--- src/rtl/multicycle_controller.sv ---
`timescale 1ns/1ps
// Multi-cycle MIPS control unit: fetch/decode/execute/memory/write-back sequencing with memory handshake.
// Optional CTRL_ILLEGAL_TRAP_EN: an illegal opcode halts the machine until reset instead of acting as a NOP.
module multicycle_controller #(
  parameter int unsigned OP_W    = 6,
  parameter int unsigned ALUOP_W = 2
) (
  input  logic               clk,
  input  logic               reset,
  input  logic [OP_W-1:0]    opcode,
  input  logic               mem_ready,
  output logic               pc_write,
  output logic               ir_write,
  output logic               reg_dst,
  output logic               reg_write,
  output logic               alu_src,
  output logic               mem_read,
  output logic               mem_write,
  output logic               mem_to_reg,
  output logic [ALUOP_W-1:0] alu_op,
  output logic [2:0]         state,
  output logic               illegal
);

  typedef enum logic [2:0] {
    S_IDLE   = 3'd0,
    S_FETCH  = 3'd1,
    S_DECODE = 3'd2,
    S_EXEC   = 3'd3,
    S_MEM    = 3'd4,
    S_WB     = 3'd5,
    S_HALT   = 3'd6
  } state_t;

  localparam logic [OP_W-1:0] OP_ADD = OP_W'(1);
  localparam logic [OP_W-1:0] OP_LW  = OP_W'(2);
  localparam logic [OP_W-1:0] OP_SUB = OP_W'(3);
  localparam logic [OP_W-1:0] OP_SW  = OP_W'(4);
  localparam logic [OP_W-1:0] OP_AND = OP_W'(5);
  localparam logic [OP_W-1:0] OP_OR  = OP_W'(7);

  state_t              state_q, state_n;
  logic [OP_W-1:0]     op_q, op_n;
  logic                ill_n;
  logic                reg_dst_n, reg_write_n, alu_src_n, mem_read_n, mem_write_n, mem_to_reg_n;
  logic [ALUOP_W-1:0]  alu_op_n;

  function automatic logic is_legal(input logic [OP_W-1:0] op);
    return (op == OP_ADD) || (op == OP_SUB) || (op == OP_AND) || (op == OP_OR) ||
           (op == OP_LW)  || (op == OP_SW);
  endfunction

  function automatic logic is_mem(input logic [OP_W-1:0] op);
    return (op == OP_LW) || (op == OP_SW);
  endfunction

  function automatic logic [ALUOP_W-1:0] alu_dec(input logic [OP_W-1:0] op);
    logic [ALUOP_W-1:0] r;
    r = '0;
    if (op == OP_SUB) r = ALUOP_W'(1);
    if (op == OP_AND) r = ALUOP_W'(2);
    if (op == OP_OR)  r = ALUOP_W'(3);
    return r;
  endfunction

  // Next state, next op_q/illegal, and Moore outputs decoded from the state being entered
  always_comb begin
    state_n      = state_q;
    op_n         = op_q;
    ill_n        = illegal;
    reg_dst_n    = 1'b0;
    reg_write_n  = 1'b0;
    alu_src_n    = 1'b0;
    mem_read_n   = 1'b0;
    mem_write_n  = 1'b0;
    mem_to_reg_n = 1'b0;
    alu_op_n     = '0;

    case (state_q)
      S_IDLE:   state_n = S_FETCH;
      S_FETCH:  if (mem_ready) state_n = S_DECODE;
      S_DECODE: begin
        op_n = opcode;
        if (is_legal(opcode)) begin
          state_n = S_EXEC;
        end else begin
          ill_n = 1'b1;
`ifdef CTRL_ILLEGAL_TRAP_EN
          state_n = S_HALT;
`else
          state_n = S_FETCH;
`endif
        end
      end
      S_EXEC:   state_n = is_mem(op_q) ? S_MEM : S_WB;
      S_MEM:    if (mem_ready) state_n = (op_q == OP_SW) ? S_FETCH : S_WB;
      S_WB:     state_n = S_FETCH;
      S_HALT:   state_n = S_HALT;
      default:  state_n = S_IDLE;
    endcase

    case (state_n)
      S_FETCH: mem_read_n = 1'b1;
      S_EXEC: begin
        alu_op_n  = alu_dec(op_n);
        alu_src_n = is_mem(op_n);
      end
      S_MEM: begin
        alu_src_n   = 1'b1;
        mem_read_n  = (op_n == OP_LW);
        mem_write_n = (op_n == OP_SW);
      end
      S_WB: begin
        reg_write_n  = 1'b1;
        reg_dst_n    = (op_n != OP_LW);
        mem_to_reg_n = (op_n == OP_LW);
      end
      default: ;
    endcase
  end

  always_ff @(posedge clk or negedge reset) begin
    if (!reset) begin
      state_q    <= S_IDLE;
      op_q       <= '0;
      illegal    <= 1'b0;
      reg_dst    <= 1'b0;
      reg_write  <= 1'b0;
      alu_src    <= 1'b0;
      mem_read   <= 1'b0;
      mem_write  <= 1'b0;
      mem_to_reg <= 1'b0;
      alu_op     <= '0;
    end else begin
      state_q    <= state_n;
      op_q       <= op_n;
      illegal    <= ill_n;
      reg_dst    <= reg_dst_n;
      reg_write  <= reg_write_n;
      alu_src    <= alu_src_n;
      mem_read   <= mem_read_n;
      mem_write  <= mem_write_n;
      mem_to_reg <= mem_to_reg_n;
      alu_op     <= alu_op_n;
    end
  end

  // PC/IR load is Mealy on the fetch handshake
  assign pc_write = (state_q == S_FETCH) && mem_ready;
  assign ir_write = (state_q == S_FETCH) && mem_ready;
  assign state    = state_q;

endmodule

--- config.mk ---
export PLATFORM = sky130hd
export DESIGN_NAME = multicycle_controller
export DESIGN_NICKNAME = d
export VERILOG_FILES = /design/src/rtl/multicycle_controller.sv
export SDC_FILE = /design/constraint.sdc
export NUM_CORES = 1
export LEC_CHECK = 0
export ABC_AREA = 1
export ABC_CLOCK_PERIOD_IN_PS = 2250
export BUFFER_PORTS_ARGS = -buffer_cell sky130_fd_sc_hd__buf_2
export CAP_MARGIN = 20
export CORE_ASPECT_RATIO = 1.25
export CORE_MARGIN = 10
export CORE_UTILIZATION = 45
export DETAILED_ROUTE_END_ITERATION = 16
export GPL_TIMING_DRIVEN = 0
export HOLD_SLACK_MARGIN = 0.1
export PLACE_DENSITY_LB_ADDON = 0.3
export SETUP_SLACK_MARGIN = 0.15
export SLEW_MARGIN = 15
export SYNTH_ARGS = -nofsm -noshare
export SYNTH_HDL_FRONTEND = slang
export SYNTH_SLANG_ARGS = --single-unit
--- constraint.sdc ---
create_clock -name clk -period 2.25 [get_ports clk]
set_clock_uncertainty 0.15 [all_clocks]
set_input_delay 0.1125 -clock clk [delete_from_list [all_inputs] [get_ports clk]]
set_output_delay 0.1125 -clock clk [all_outputs]
set_load 0.05 [all_outputs]
## Word-level counts from Yosys, hierarchy flattened

Index checks and enable logic that the tools add are counted.

| word-level totals | value |
|---|---|
| flip-flop bits (word level) | 18 |
| input bits | 9 |
| output and inout bits | 14 |
| word-level logic and storage cells | 63 |

| operators by class | value |
|---|---|
| eq/ne operators | 24 |
| mux-type cells | 17 |
| bitwise gates (word level) | 1 |
| reductions and logical operators | 11 |

Operators with widths:

| operator | number |
|---|---|
| $eq 6x3->1 const B | 7 |
| $eq 6x2->1 const B | 5 |
| $pmux 3 s6 | 1 |
| $eq 3x3->1 const B | 5 |
| $eq 3x2->1 const B | 3 |
| $mux 3 | 3 |
| $mux 2 | 4 |
| $logic_or 1x1->1 | 7 |
| $eq 3x1->1 const B | 2 |
| $eq 6x1->1 const B | 1 |
| $mux 1 | 6 |
| $mux 6 | 1 |
| $ne 6x2->1 const B | 1 |
| $pmux 1 s2 | 2 |
| $logic_not 3->1 | 1 |
| $reduce_and 2->1 | 1 |
| $reduce_or 2->1 | 1 |
| $logic_and 1x1->1 | 1 |
| $not 1->1 | 1 |

## Depth between registers and ports, before layout

| depth | value |
|---|---|
| depth in word-level cells | 10 |
| depth in mapped cells | 10 |
| depth with buffers taken out | 9 |

## Worst setup path after synthesis

OpenSTA, ideal clock, no wires.

| timing path | value |
|---|---|
| kind | flip-flop to flip-flop |
| start point | register state_q[2], in the netlist state[2] |
| end point | register mem_read |
| library setup time | 0.117 ns |
| data arrival time | 1.978 ns |
| required time | 1.983 ns |
| path slack | 0.005 ns |
| cell stages (with the launch flop) | 9 |
| buffers on the path | 0 |
| clock period less this slack | 2.245 ns |
| cell sequence | dfrtp_1 inv_2 nand2_1 nor2_1 inv_1 nand3_1 inv_1 nand3_1 nand2_1 |

| on the way | value |
|---|---|
| word-level cells in the longest chain between the ends | 5 |
| elaborated cells on any way between the ends | 16 |
| those cells by class | eq/ne: 9; mux: 5; reduce/logical: 2 |

Ends and longest elaborated chain:

| what | RTL line | text |
|---|---|---|
| start, declared | 42 | `state_t state_q, state_n;` |
| start signal, assigned | 135 | `state_q <= state_n;` |
| $eq 3x3->1 or $logic_not 3->1 (tied branches) | 79 | `case (state_q)` |
| $reduce_or 2->1 (no line) | n/a |  |
| $pmux 3 s6 * | 79 |  |
| via state_n[1] | 42 |  |
| $eq 3x3->1 or $eq 3x1->1 (tied branches) | 102 | `case (state_n)` |
| $pmux 1 s2 * | 102 |  |
| via mem_read_n | 45 | `logic reg_dst_n, reg_write_n, alu_src_n, mem_read_n, mem_write_n, mem_to_reg_n;` |
| end signal, assigned | 141 | `mem_read <= mem_read_n;` |
| end, declared | 17 | `output logic mem_read,` |

Mark *: on every way through the listed nets, which the timed path passes. The rest lies on a longest branch.
A chain may end at the register's enable or synchronous reset.

## Worst setup path after layout

| timing path | value |
|---|---|
| start point | register state_q[2], in the netlist state[2] |
| end point | output port pc_write |

| on the way | value |
|---|---|
| word-level cells in the longest chain between the ends | 2 |

Ends and longest elaborated chain:

| what | RTL line | text |
|---|---|---|
| $eq 3x1->1 | 149 | `assign pc_write = (state_q == S_FETCH) && mem_ready;` |
| $logic_and 1x1->1 | 149 |  |
| end, declared | 12 | `output logic pc_write,` |

Every way passes these cells.

==> flow_metrics.env <==
export IMPL_setup_viol=0
export IMPL_cp_required_ns=1.99
export IMPL_synthAdderAreaFrac_pct=0
export IMPL_end_kind="output pin"
export IMPL_place_detailed_hpwl_mm=1.71
export IMPL_drt_iter0_markers=24
export IMPL_largest_reg_flops=6
export IMPL_crit_fanout=10
export IMPL_std_cell_rows=18
export IMPL_synth_compound_area_share_pct=2.66
export IMPL_worst_slew_pin_transition_ns=0.444
export IMPL_routedWlPerCell_um=12.6
export IMPL_path_delay_family="buffers and inverters"
export IMPL_slew_headroom_pct=70.2
export IMPL_final_util_pct=60.4
export IMPL_cts_setup_buffers=0
export IMPL_ir_drop_uv=811
export IMPL_critPathKind="register to output pin"
export IMPL_drcViolationCount=0
export IMPL_power_mw=1.76
export IMPL_first_pass_iters=4
export IMPL_grt_util_all_layers_pct=10.9
export IMPL_hold_path_class="primary input to async pin"
export IMPL_power_density_nw_per_um2=1470
export IMPL_drt_total_wl_mm=2.17
export IMPL_final_nets=162
export IMPL_ys_warn_count=0
export IMPL_die_h_um=71.2
export IMPL_status="completed"
export IMPL_clkSinkCount=18
export IMPL_slowest_stage="dfrtp_1"
export IMPL_initial_core_util_pct=47.5
export IMPL_grt_max_degree=19
export IMPL_worstPathArrival_ns=1.56
export IMPL_cp_cell_sequence="inv_2 -> nand2_1 -> nor2_2 -> buf_4 -> buf_2"
export IMPL_synth_top_family_by_area="simple AND/OR/NAND/NOR gates"
export IMPL_synth_avg_cell_area_sq_um=7.98
export IMPL_grt_pass1_wl_mm=3.78
export IMPL_io_pins=23
export IMPL_final_layout_size_suffix_gt1_share_pct=28.3
export IMPL_tritoncts="yes"
export IMPL_yosys_area_share_simple_pct=40.0
export IMPL_post_route_period_util_pct=80.8
export IMPL_slowest_delay_ns=0.47
export IMPL_synth_seq_cells=18
export IMPL_syn_to_final_growth_pct=27.0
export IMPL_tns_ns=0
export IMPL_cts_buffers_inserted=3
export IMPL_max_freq_mhz=550
export IMPL_coreArea_sq_um=1980
export IMPL_synthCells=118
export IMPL_synth_edff_count=0
export IMPL_htreeDepth=1
export IMPL_ys_types=19
export IMPL_diodes=0
export IMPL_design_die_area_sq_um=4340
export IMPL_clk_latency_ns=0.29
export IMPL_portBuffers=22
export IMPL_antenna_found_initial=0
export IMPL_synth_xor_area_share_pct=0
export IMPL_synth_net_count=127
export IMPL_drtAntennaViolNets=0
export IMPL_path_buf_inv=3
export IMPL_synthesis_area_sq_um=942
export IMPL_largest_register="op_q"
export IMPL_grt_pass1_vias=867
export IMPL_die_width_um=60.9
export IMPL_leakagePower_nw=0.662
export IMPL_path_clk_slew_ns=0.10
export IMPL_vias_per_cell=5.06
export IMPL_synthMuxAreaShare_pct=0
export IMPL_worstSetupStartpointType="register"
export IMPL_drv_slew=0
export IMPL_cap_viol_max_count=0
export IMPL_synth_main_ff_cell="dfrtp_1"
export IMPL_hold_slack_ns=0.118
export IMPL_rsz0062_at_grt="no"
export IMPL_gp_congestion=0.851
export IMPL_async_reset_ff_share_pct=100
export IMPL_clk_path_buf_depth=2
export IMPL_clock_root_buffer="clkbuf_4"
export IMPL_grt_ovfl_total=0
export IMPL_vias=870
export IMPL_hold_viol=0
export IMPL_yosysSeqAreaShare_pct=47.8
export IMPL_period_needed_ns=1.82
## path summary, 6_finish.rpt
| kind | cells past startpoint | start | end | slack, ns |
|---|---|---|---|---|
| hold / removal | 2 | reset | op_q[5] | 0.12 |
| min in group clk | 1 | illegal | illegal | 0.33 |
| hold reg to reg | 1 | illegal | illegal | 0.33 |
| max in group asynchronous | 2 | reset | reg_dst | 1.55 |
| setup reg to reg | 7 | state[1] | mem_read | 0.58 |
| setup / recovery | 5 | state[2] | pc_write | 0.43 |
## repair_timing
item	in CTS	in global routing
hold buffers	8	0
hold endpoints to repair	30	0
gates resized for setup	0	0
## Yosys cell counts, types with 2 or more instances
library cell	number	area, sq um
nor3_1	5	25.0
dfrtp_1	18	450
nand4_1	3	18.8
nand3_1	14	70.1
a21oi_1	2	10.0
inv_2	3	11.3
inv_1	16	60.1
nor2_4	2	22.5
nand2_2	5	31.3
nor2_1	13	48.8
nand2_1	28	105
nand3_2	2	20.0
## power by group
part / internal (mW) / switching, mW / total, mW / leakage (nW)
clock: 0.0985 / 0.100 / 0.199 / 0.0210
combinational: 0.277 / 0.740 / 1.02 / 0.413
sequential: 0.448 / 0.0961 / 0.544 / 0.228
## final cells by class
class                           count  area, sq um
Buffer                              2         18.8
Clock buffer                        4         36.3
Fill cell                         177          786
Inverter                           19         71.3
Multi-Input combinational cell     79          404
Sequential cell                    18          450
Tap cell                           20         25.0
Timing Repair Buffer               30          190
## stage by stage
| step | area, sq um | setup slack (ns) | instances |
|---|---|---|---|
| floorplan | 945 | 0.262 | 118 |
| global placement | 1080 | 0.642 | 160 |
| detailed placement | 1080 | 0.620 | 160 |
| CTS | 1200 | 0.423 | 172 |
| global route | 1200 | 0.306 | 172 |
| finish | 1200 | 0.432 | 172 |
## cell usage in the layout, fill, tap and decap left out, drive strengths merged
cell	count
nand2	33
buf	24
inv	19
dfrtp	18
nand3	17
nor2	15
dlygate4sd3	8
nor3	6
clkbuf	4
nand4	3
a21oi	2
nand3b	1
o211ai	1
a21o	1
## per-layer routing
| metal | part of all wire [%] | track usage [%] | vias to the layer above |
|---|---|---|---|
| li1 | - | - | 439 |
| met1 | 40 | 11.8 | 409 |
| met2 | 52 | 18.6 | 18 |
| met3 | 5.5 | 3.04 | 4 |
| met4 | 2.0 | 4.89 | 0 |
| met5 | 0 | 0 | - |
## cell families after synthesis
kind of cell	after synthesis
buffers and inverters	21
and+or+nand+nor	75
AOI/OAI and AO/OA	4
DFF	18
No activity file was read; power rests on OpenSTA's default activity.
